$ cat src/rtl/div_sequencer_pkg.sv
// Shared types and constants for the divide sequencer and its divider core.
package div_sequencer_pkg;

    typedef logic [31:0] regval_t;

    typedef enum logic [1:0] {
        IDLE = 2'd0,
        RUN  = 2'd1,
        DONE = 2'd2
    } div_state_t;

    localparam int DIV_MAX_LATENCY = 8;
    localparam int DIV_CNT_W       = $clog2(DIV_MAX_LATENCY);

    function automatic regval_t neg_if(input regval_t v, input logic neg);
        return neg ? regval_t'(-v) : v;
    endfunction

endpackage

$ cat src/rtl/div_sequencer_if.sv
// Request/result bundle between the execute stage, the divide sequencer and the write stage.
interface div_sequencer_if;
    import div_sequencer_pkg::*;

    // Request: req_valid with operands stable while req_hold=1; the request is
    // consumed on the edge where req_valid=1 and req_hold=0.
    // Result: res_valid marks a completed divide; it retires on an edge with res_hold=0.
    logic    req_valid;
    logic    req_signed;
    regval_t req_numer;
    regval_t req_denom;
    logic    req_hold;
    logic    res_valid;
    logic    res_hold;
    regval_t res_quotient;
    regval_t res_remainder;
    logic    res_div_zero;

    modport master (
        output req_valid, req_signed, req_numer, req_denom, res_hold,
        input  req_hold, res_valid, res_quotient, res_remainder, res_div_zero
    );

    modport slave (
        input  req_valid, req_signed, req_numer, req_denom, res_hold,
        output req_hold, res_valid, res_quotient, res_remainder, res_div_zero
    );

endinterface

$ cat src/rtl/div_sequencer_core.sv
// div_core: signed and unsigned dividers on registered operands, delayed through
// LATENCY-1 pipeline stages so the sequencer samples the result LATENCY edges after capture.
module div_core
    import div_sequencer_pkg::*;
#(
    parameter int LATENCY = 4
) (
    input  logic    clock,
    input  logic    reset_n,
    input  logic    op_signed_i,
    input  regval_t numer_i,
    input  regval_t denom_i,
    output regval_t quot_o,
    output regval_t rem_o
);

    regval_t u_quot, u_rem, s_quot, s_rem, n_mag, d_mag;
    logic    n_neg, d_neg;
    logic [63:0] result;

    // A zero divisor yields all-ones quotient and the numerator as remainder in both modes.
    always_comb begin
        n_neg  = numer_i[31];
        d_neg  = denom_i[31];
        n_mag  = neg_if(numer_i, n_neg);
        d_mag  = neg_if(denom_i, d_neg);
        u_quot = '1;
        u_rem  = numer_i;
        s_quot = '1;
        s_rem  = numer_i;
        if (denom_i != '0) begin
            u_quot = numer_i / denom_i;
            u_rem  = numer_i % denom_i;
            s_quot = neg_if(n_mag / d_mag, n_neg ^ d_neg);
            s_rem  = neg_if(n_mag % d_mag, n_neg);
        end
        result = op_signed_i ? {s_quot, s_rem} : {u_quot, u_rem};
    end

    generate
        if (LATENCY > 1) begin : g_pipe
            logic [63:0] pipe_q [LATENCY-1];

            always_ff @(posedge clock or negedge reset_n) begin
                if (!reset_n) begin
                    for (int i = 0; i < LATENCY - 1; i++) pipe_q[i] <= '0;
                end else begin
                    pipe_q[0] <= result;
                    for (int i = 1; i < LATENCY - 1; i++) pipe_q[i] <= pipe_q[i-1];
                end
            end

            assign {quot_o, rem_o} = pipe_q[LATENCY-2];
        end else begin : g_direct
            assign {quot_o, rem_o} = result;
        end
    endgenerate

endmodule

$ cat src/rtl/div_sequencer.sv
// Divide sequencer: IDLE/RUN/DONE FSM driving div_core for LATENCY cycles.
// Optional DIV_ZERO_SHORTCUT_EN: zero-denominator requests skip RUN and complete at accept.
module div_sequencer
    import div_sequencer_pkg::*;
#(
    parameter int LATENCY = 4
) (
    input  logic         clock,
    input  logic         reset_n,
    input  logic         flush,
    div_sequencer_if.slave bus,
    output logic         busy,
    output div_state_t   state_o
);

    localparam logic [DIV_CNT_W-1:0] CNT_START = DIV_CNT_W'(LATENCY - 1);

    div_state_t             state_q, state_d;
    logic [DIV_CNT_W-1:0]   count_q, count_d;
    logic                   op_signed_q, op_signed_d;
    regval_t                op_numer_q, op_numer_d;
    regval_t                op_denom_q, op_denom_d;
    logic                   res_valid_q, res_valid_d;
    regval_t                res_quot_q, res_quot_d;
    regval_t                res_rem_q, res_rem_d;
    logic                   res_dz_q, res_dz_d;
    logic                   busy_q, busy_d;
    regval_t                core_quot, core_rem;

    div_core #(.LATENCY(LATENCY)) u_div_core (
        .clock       (clock),
        .reset_n     (reset_n),
        .op_signed_i (op_signed_q),
        .numer_i     (op_numer_q),
        .denom_i     (op_denom_q),
        .quot_o      (core_quot),
        .rem_o       (core_rem)
    );

    always_ff @(posedge clock or negedge reset_n) begin
        if (!reset_n) begin
            state_q     <= IDLE;
            count_q     <= '0;
            op_signed_q <= 1'b0;
            op_numer_q  <= '0;
            op_denom_q  <= '0;
            res_valid_q <= 1'b0;
            res_quot_q  <= '0;
            res_rem_q   <= '0;
            res_dz_q    <= 1'b0;
            busy_q      <= 1'b0;
        end else begin
            state_q     <= state_d;
            count_q     <= count_d;
            op_signed_q <= op_signed_d;
            op_numer_q  <= op_numer_d;
            op_denom_q  <= op_denom_d;
            res_valid_q <= res_valid_d;
            res_quot_q  <= res_quot_d;
            res_rem_q   <= res_rem_d;
            res_dz_q    <= res_dz_d;
            busy_q      <= busy_d;
        end
    end

    always_comb begin
        state_d     = state_q;
        count_d     = count_q;
        op_signed_d = op_signed_q;
        op_numer_d  = op_numer_q;
        op_denom_d  = op_denom_q;
        res_quot_d  = res_quot_q;
        res_rem_d   = res_rem_q;
        res_dz_d    = res_dz_q;

        if (flush) begin
            state_d = IDLE;
            count_d = '0;
        end else begin
            unique case (state_q)
                IDLE: begin
                    if (bus.req_valid) begin
                        op_signed_d = bus.req_signed;
                        op_numer_d  = bus.req_numer;
                        op_denom_d  = bus.req_denom;
                        state_d     = RUN;
                        count_d     = CNT_START;
`ifdef DIV_ZERO_SHORTCUT_EN
                        if (bus.req_denom == '0) begin
                            state_d    = DONE;
                            count_d    = '0;
                            res_quot_d = '1;
                            res_rem_d  = bus.req_numer;
                            res_dz_d   = 1'b1;
                        end
`endif
                    end
                end
                RUN: begin
                    if (count_q != '0) begin
                        count_d = count_q - DIV_CNT_W'(1);
                    end else begin
                        res_quot_d = core_quot;
                        res_rem_d  = core_rem;
                        res_dz_d   = (op_denom_q == '0);
                        state_d    = DONE;
                    end
                end
                DONE: begin
                    if (!bus.res_hold) state_d = IDLE;
                end
                default: state_d = IDLE;
            endcase
        end

        res_valid_d = (state_d == DONE);
        busy_d      = (state_d != IDLE);
    end

    assign bus.req_hold      = bus.req_valid && !(state_q == DONE && !bus.res_hold);
    assign bus.res_valid     = res_valid_q;
    assign bus.res_quotient  = res_quot_q;
    assign bus.res_remainder = res_rem_q;
    assign bus.res_div_zero  = res_dz_q;
    assign busy              = busy_q;
    assign state_o           = state_q;

endmodule

$ cat src/flat_wrapper.sv
// flat-port wrapper written by rule: the top's interface ports become plain ports
module div_sequencer_flat import div_sequencer_pkg::*;
#(
    parameter int LATENCY = 4
)
  (clock, reset_n, flush, busy, state_o, bus_req_valid, bus_req_signed, bus_req_numer, bus_req_denom, bus_res_hold, bus_req_hold, bus_res_valid, bus_res_quotient, bus_res_remainder, bus_res_div_zero);
  div_sequencer_if bus_i ();
  input  logic clock;
  input  logic reset_n;
  input  logic flush;
  output logic busy;
  output div_state_t state_o;
  input wire logic [$bits(bus_i.req_valid)-1:0] bus_req_valid;
  input wire logic [$bits(bus_i.req_signed)-1:0] bus_req_signed;
  input wire logic [$bits(bus_i.req_numer)-1:0] bus_req_numer;
  input wire logic [$bits(bus_i.req_denom)-1:0] bus_req_denom;
  input wire logic [$bits(bus_i.res_hold)-1:0] bus_res_hold;
  output wire logic [$bits(bus_i.req_hold)-1:0] bus_req_hold;
  output wire logic [$bits(bus_i.res_valid)-1:0] bus_res_valid;
  output wire logic [$bits(bus_i.res_quotient)-1:0] bus_res_quotient;
  output wire logic [$bits(bus_i.res_remainder)-1:0] bus_res_remainder;
  output wire logic [$bits(bus_i.res_div_zero)-1:0] bus_res_div_zero;
  assign bus_i.req_valid = bus_req_valid;
  assign bus_i.req_signed = bus_req_signed;
  assign bus_i.req_numer = bus_req_numer;
  assign bus_i.req_denom = bus_req_denom;
  assign bus_i.res_hold = bus_res_hold;
  assign bus_req_hold = bus_i.req_hold;
  assign bus_res_valid = bus_i.res_valid;
  assign bus_res_quotient = bus_i.res_quotient;
  assign bus_res_remainder = bus_i.res_remainder;
  assign bus_res_div_zero = bus_i.res_div_zero;
  div_sequencer #(.LATENCY(LATENCY)) u_core (.clock(clock), .reset_n(reset_n), .flush(flush), .bus(bus_i), .busy(busy), .state_o(state_o));
endmodule
$ cat config.mk
export PLATFORM = sky130hd
export DESIGN_NAME = div_sequencer_flat
export DESIGN_NICKNAME = d
export VERILOG_FILES = /design/src/rtl/div_sequencer_pkg.sv /design/src/rtl/div_sequencer_if.sv /design/src/rtl/div_sequencer_core.sv /design/src/rtl/div_sequencer.sv /design/src/flat_wrapper.sv
export SDC_FILE = /design/constraint.sdc
export NUM_CORES = 2
export LEC_CHECK = 0
export BUFFER_PORTS_ARGS = -buffer_cell sky130_fd_sc_hd__buf_2
export CORE_MARGIN = 2
export CORE_UTILIZATION = 60
export CTS_BUF_LIST = sky130_fd_sc_hd__clkbuf_8
export DETAILED_ROUTE_END_ITERATION = 10
export PLACE_DENSITY = 0.8
export SYNTH_ARGS = -nofsm -noshare
export SYNTH_HDL_FRONTEND = slang
export SYNTH_SLANG_ARGS = --single-unit
$ cat constraint.sdc
create_clock -name clock -period 194.9 [get_ports clock]
set_clock_uncertainty 0.1 [all_clocks]
set_input_delay 19.49 -clock clock [delete_from_list [all_inputs] [get_ports clock]]
set_output_delay 19.49 -clock clock [all_outputs]
set_load 0.01 [all_outputs]
[Yosys cells after proc, flatten, opt, wreduce, memory -nomap -nowiden]
Index checks and enable logic that the tools add are counted.
Word-level totals
  output and inout port bits: 70
  input port bits: 70
  register bits after elaboration: 329
Operators by class
  bitwise logic cells: 3
  equality and inequality tests: 5
  divide/modulo/power cells: 4
  mux-type cells: 18
  add/sub/neg operators: 5
  reduce and logical (&&, ||, !) cells: 13
Operators with widths (count)
  two-way mux 32 bit: 8
  negation 32 bit: 4
  divider 32 x 32 -> 32 bit: 2
  remainder unit 32 x 32 -> 32 bit: 2
  two-way mux 64 bit: 1
  zero test 32 bit: 1
  nonzero test 32 bit: 1
  two-way mux 3 bit: 3
  AND reduction 3 bit: 3
  two-way mux 2 bit: 4
  one-hot mux 2 bit (3 select lines): 1
  one-hot mux 3 bit (2 select lines): 1
  nonzero test 3 bit: 2
  equality test 2 bit (second input constant): 2
  inequality test 3 x 2 -> 1 bit (second input constant): 1
  inequality test 3 bit (second input constant): 1
  subtractor 3 x 1 -> 3 bit (second input constant): 1
  equality test 2 x 1 -> 1 bit (second input constant): 1
  logical AND 1 bit: 2
  zero test 1 bit: 2
  zero test 2 bit: 1
  NOT 1 bit: 2
  nonzero test 2 bit: 1
  XOR 1 bit: 1

[Logic depth before layout (Yosys ltp)]
  depth in word-level cells: 7
  gate-level depth with buffers: 385
  depth with buffers taken out: 347

[By module]
From an unflattened synthesis, not the netlist that was laid out.
Unflattened totals
  cells, all modules: 10304
  area total of the unflattened synthesis: 75567.5 µm²
By module, submodules not included
  div_core: area each 70259.9 µm², instances 1, cells each 9984, seq. area each 4804.6 µm²
  div_sequencer: area each 5307.6 µm², instances 1, cells each 320, seq. area each 3428.3 µm²

[Worst setup path before layout]
Ideal clock, no wire load.
  path type: register to register
  start point: reg u_core.op_denom_q[0]
  end point: reg u_core.u_div_core.g_pipe.pipe_q[156] (netlist bit)
  path slack: 112334 ps
  arrival time: 82350 ps
  stages on the path, launching flop included: 357
  cell sequence: dfrtp_1 inv_1 ha_1 or3b_2 clkbuf_1 nor4_1 a41o_1 xnor2_1 nand3_1 buf_4 nor3_1 buf_2 buf_4 buf_2 buf_2 nand2_1 nor2_1 nand3_1 [321 not listed] or4_1 o2111ai_1 a21boi_0 o221ai_1 a21oi_1 o21a_1 clkinv_1 clkbuf_1 a41oi_1 or3_1 nor3_1 nand3_1 or4b_1 or2_2 o41ai_1 xnor2_1 nand2_1 o311ai_0
Between the ends
  cells in the longest elaborated chain, start to end: 7
RTL lines
  start, declared: RTL line div_sequencer.sv:22  | regval_t op_denom_q, op_denom_d;
  start signal, assigned: RTL line div_sequencer.sv:57  | op_denom_q <= op_denom_d;
  negation 32 bit: RTL line div_sequencer_pkg.sv:16  | return neg ? regval_t'(-v) : v;
  two-way mux 32 bit: RTL line div_sequencer_pkg.sv:16
  remainder unit 32 x 32 -> 32 bit: RTL line div_sequencer_core.sv:35  | s_rem = neg_if(n_mag % d_mag, n_neg);
  negation 32 bit: RTL line div_sequencer_pkg.sv:16
  two-way mux 32 bit: RTL line div_sequencer_pkg.sv:16
  two-way mux 32 bit: RTL line div_sequencer_core.sv:31  | if (denom_i != '0) begin
  two-way mux 64 bit *: RTL line div_sequencer_core.sv:37  | result = op_signed_i ? {s_quot, s_rem} : {u_quot, u_rem};
  named net u_core.u_div_core.result[28]: RTL line div_sequencer_core.sv:19  | logic [63:0] result;
  end, declared: RTL line div_sequencer_core.sv:42  | logic [63:0] pipe_q [LATENCY-1];
Mark *: on every way through the listed nets, which the timed path passes. The rest lies on a longest branch.
A chain may end at the register's enable or synchronous reset.

[Worst setup path after layout]
  start point: reg u_core.op_numer_q[2]
  end point: reg u_core.u_div_core.g_pipe.pipe_q[159] (netlist bit)
Between the ends
  cells in the longest elaborated chain, start to end: 7
RTL lines
  start, declared: RTL line div_sequencer.sv:21  | regval_t op_numer_q, op_numer_d;
  start signal, assigned: RTL line div_sequencer.sv:56  | op_numer_q <= op_numer_d;
  negation 32 bit: RTL line div_sequencer_pkg.sv:16
  two-way mux 32 bit: RTL line div_sequencer_pkg.sv:16
  remainder unit 32 x 32 -> 32 bit: RTL line div_sequencer_core.sv:35
  negation 32 bit: RTL line div_sequencer_pkg.sv:16
  two-way mux 32 bit: RTL line div_sequencer_pkg.sv:16
  two-way mux 32 bit: RTL line div_sequencer_core.sv:31
  two-way mux 64 bit *: RTL line div_sequencer_core.sv:37
  named net u_core.u_div_core.result[31]: RTL line div_sequencer_core.sv:19
Marked as above.

==> flow_summary.json <==
{
  "violations": "capacitance limit, slew limit",
  "initial_core_util_pct": 60.29,
  "placed_cells": 11932,
  "setup_violations": 0,
  "clockRootBuffer": "clkbuf_8",
  "fin_nets": 11488,
  "syn_to_final_growth_pct": 6.011,
  "core-area_um2": 123300,
  "dp_slack_ns": 96.94,
  "post_synth_num_cell_types": 108,
  "avgSynthCellArea_um2": 7.191,
  "synth-seq-area-share_pct": 11.07,
  "cts.clk_slew.worst_paths_ns": 0.06,
  "required_ns": 195.39,
  "synth_ff_type": "dfrtp_1",
  "yosysWarnings": 0,
  "routed_wl_um": 355400,
  "hold_viol": 0,
  "synth_top_cell_by_area": "ha_1",
  "antenna_left": 0,
  "grt-ovfl-total": 0,
  "final_cell_mix": "1,142 x nand2_1, 1,064 x ha_1, 1,010 x nor2_1, 889 x a21oi_1, 613 x o21ai_0",
  "async_reset_ff_share_pct": 100.0,
  "final_common_cell": "nand2_1",
  "criticalPathCategory": "reg2reg",
  "cp_max_fo": 41,
  "die-area_um2": 126800,
  "worstPathArrival_ns": 103.97,
  "maxCapViolCount": 1,
  "antenna_found_initial": 40,
  "dr.first_iter.drc_count": 14210,
  "vias_per_cell": 7.349,
  "critical_path.startpoint": "u_core.op_numer_q[2]",
  "synthesis.nets": 11475,
  "placed_area_um2": 77500,
  "clock_sinks": 329,
  "rrSetupSlack_ns": 91.42,
  "holdPathEnd": "u_core.u_div_core.g_pipe.pipe_q[116]",
  "port_buffers": 139,
  "drv_slew": 3,
  "hold_depth": 0,
  "routedWlPerCell_um": 29.47,
  "h-tree-depth": 2,
  "grt_pass1_wl_um": 518900,
  "groute.usage.overall_pct": 53.54,
  "min_path_type": "reg2reg",
  "cp_slowest_cell": "nor4_1",
  "tightestPinTransition_ns": 1.635,
  "clk_path_buf_depth": 3,
  "gp_congestion": 1.175,
  "fin_crit_sh_pct": 53.09,
  "period_minus_slack_ns": 103.48,
  "end_kind": "flop",
  "drc": 0,
  "crit_top_cell": "ha_1",
  "vias": 88607,
  "die_y_um": 356.0,
  "final_cell_area_um2": 78820,
  "max_slew_margin_pct": -10.04,
  "syn_inst": 10339,
  "r2r_start": "u_core.op_numer_q[2]",
  "drtPass1Iterations": 11,
  "synth_seq_cells": 329,
  "synth.top_cell.area_share_pct": 17.91,
  "finalNonFillerCells": 12057,
  "drive_gt1_share_pct": 8.533,
  "cts_buffers": 55,
  "grt_pass1_vias": 83451,
  "max_freq_ghz": 0.009664,
  "cts_setup_buffers": 0,
  "setup_ws_ns": 91.42,
  "syn_area_um2": 74350,
  "grt_max_degree": 173,
  "status": "complete, but fails checks",
  "yosys-top-cells-area": "ha_1 18%, dfrtp_1 11%, xnor2_1 6.4%",
  "die_w_um": 356.0,
  "ios": 140,
  "tns_ns": 0,
  "dpl.hpwl_um": 275800,
  "worstHoldStart": "u_core.u_div_core.g_pipe.pipe_q[180]",
  "rsz0062_at_grt": "no",
  "rows": 129,
  "cts_tree": "yes",
  "ff2ff_path_depth": 319,
  "synth_enable_flop_cells": 0,
  "cts_resized": 0,
  "hold_buffers": 0,
  "rr_endpoint": "u_core.u_div_core.g_pipe.pipe_q[159]",
  "insertion_delay_ns": 0.77,
  "max_stage_delay_ns": 1.25,
  "start_kind": "flop"
}
-- per-stage QoR --
stage / hold WS (ns) / utilization (%)
detailed placement: 0.2347 / 62.85
finish: 0.2415 / 63.92
CTS: 0.2433 / 63.85
floorplan: 0.2312 / -
global placement: 0.2325 / 62.84
global route: 0.2492 / 63.88
-- flip-flops by register name, indices dropped and copies added, names as in the netlist, 2 cells and up --
register and flops:
u_core.state_o 2, u_core.op_numer_q 32, u_core.bus.res_remainder 32, u_core.bus.res_quotient 32
u_core.u_div_core.g_pipe.pipe_q 128, u_core.u_div_core.quot_o 32, u_core.u_div_core.rem_o 32, u_core.count_q 3
u_core.op_denom_q 32
-- layer usage --
metal / GRT usage, % / part of all wire (%)
met5: 0.4528 / 0.073
met1: 62.50 / 35
met4: 46.98 / 11
met2: 77.03 / 39
met3: 19.25 / 15
-- cell usage after synthesis, types with 168 or more instances --
cell         n
inv_1      365
dfrtp_1    329
mux2_2     199
a21oi_1    892
xnor2_1    547
xor2_1     310
nor3_1     305
a31oi_1    168
nand2_1   1142
clkbuf_1   317
o21ai_0    618
ha_1      1064
nand3_1    283
o21a_1     237
nor2_1    1018
a21o_1     357
-- how the worst max path moves through the flow --
stage                                                      end  cells after the start
after floorplan           u_core.u_div_core.g_pipe.pipe_q[156]                    356
after global placement    u_core.u_div_core.g_pipe.pipe_q[159]                    319
after detailed placement  u_core.u_div_core.g_pipe.pipe_q[156]                    323
after CTS                 u_core.u_div_core.g_pipe.pipe_q[156]                    320
after global routing      u_core.u_div_core.g_pipe.pipe_q[156]                    324
final                     u_core.u_div_core.g_pipe.pipe_q[159]                    319
-- logic make-up after synthesis --
family,count (synthesis),share of synthesized area [%]
buf+inv,757,3.918
simple gates,3714,23.52
fa+ha+maj,1066,17.96
flops,329,11.07
mux,256,3.788
xor+xnor,857,10.10
compound gates,3360,29.65
-- critical path, delay by kind of cell (launching register included) --
family                     cells  cell delay (ns)
xor gates and xnor gates       1             0.16
muxes                          2             0.61
DFF                            1             0.54
adders and majority gates     32            11.55
and+or+nand+nor              114            33.99
AOI/OAI and AO/OA            142            48.18
buffers and inverters         28             7.79
-- layout make-up --
type,count,area (um2)
flip-flops and latches,329,8235
fillers,10854,44490
diodes,25,62.56
multi-input cells,9253,63590
inverters,369,1385
clock inverters,35,346.6
repair buffers,344,2255
well taps,1637,2048
clock buffers,65,894.6
Power is not shown: default switching activity piles up to over one toggle a cycle in this logic, so the estimate is an artifact.
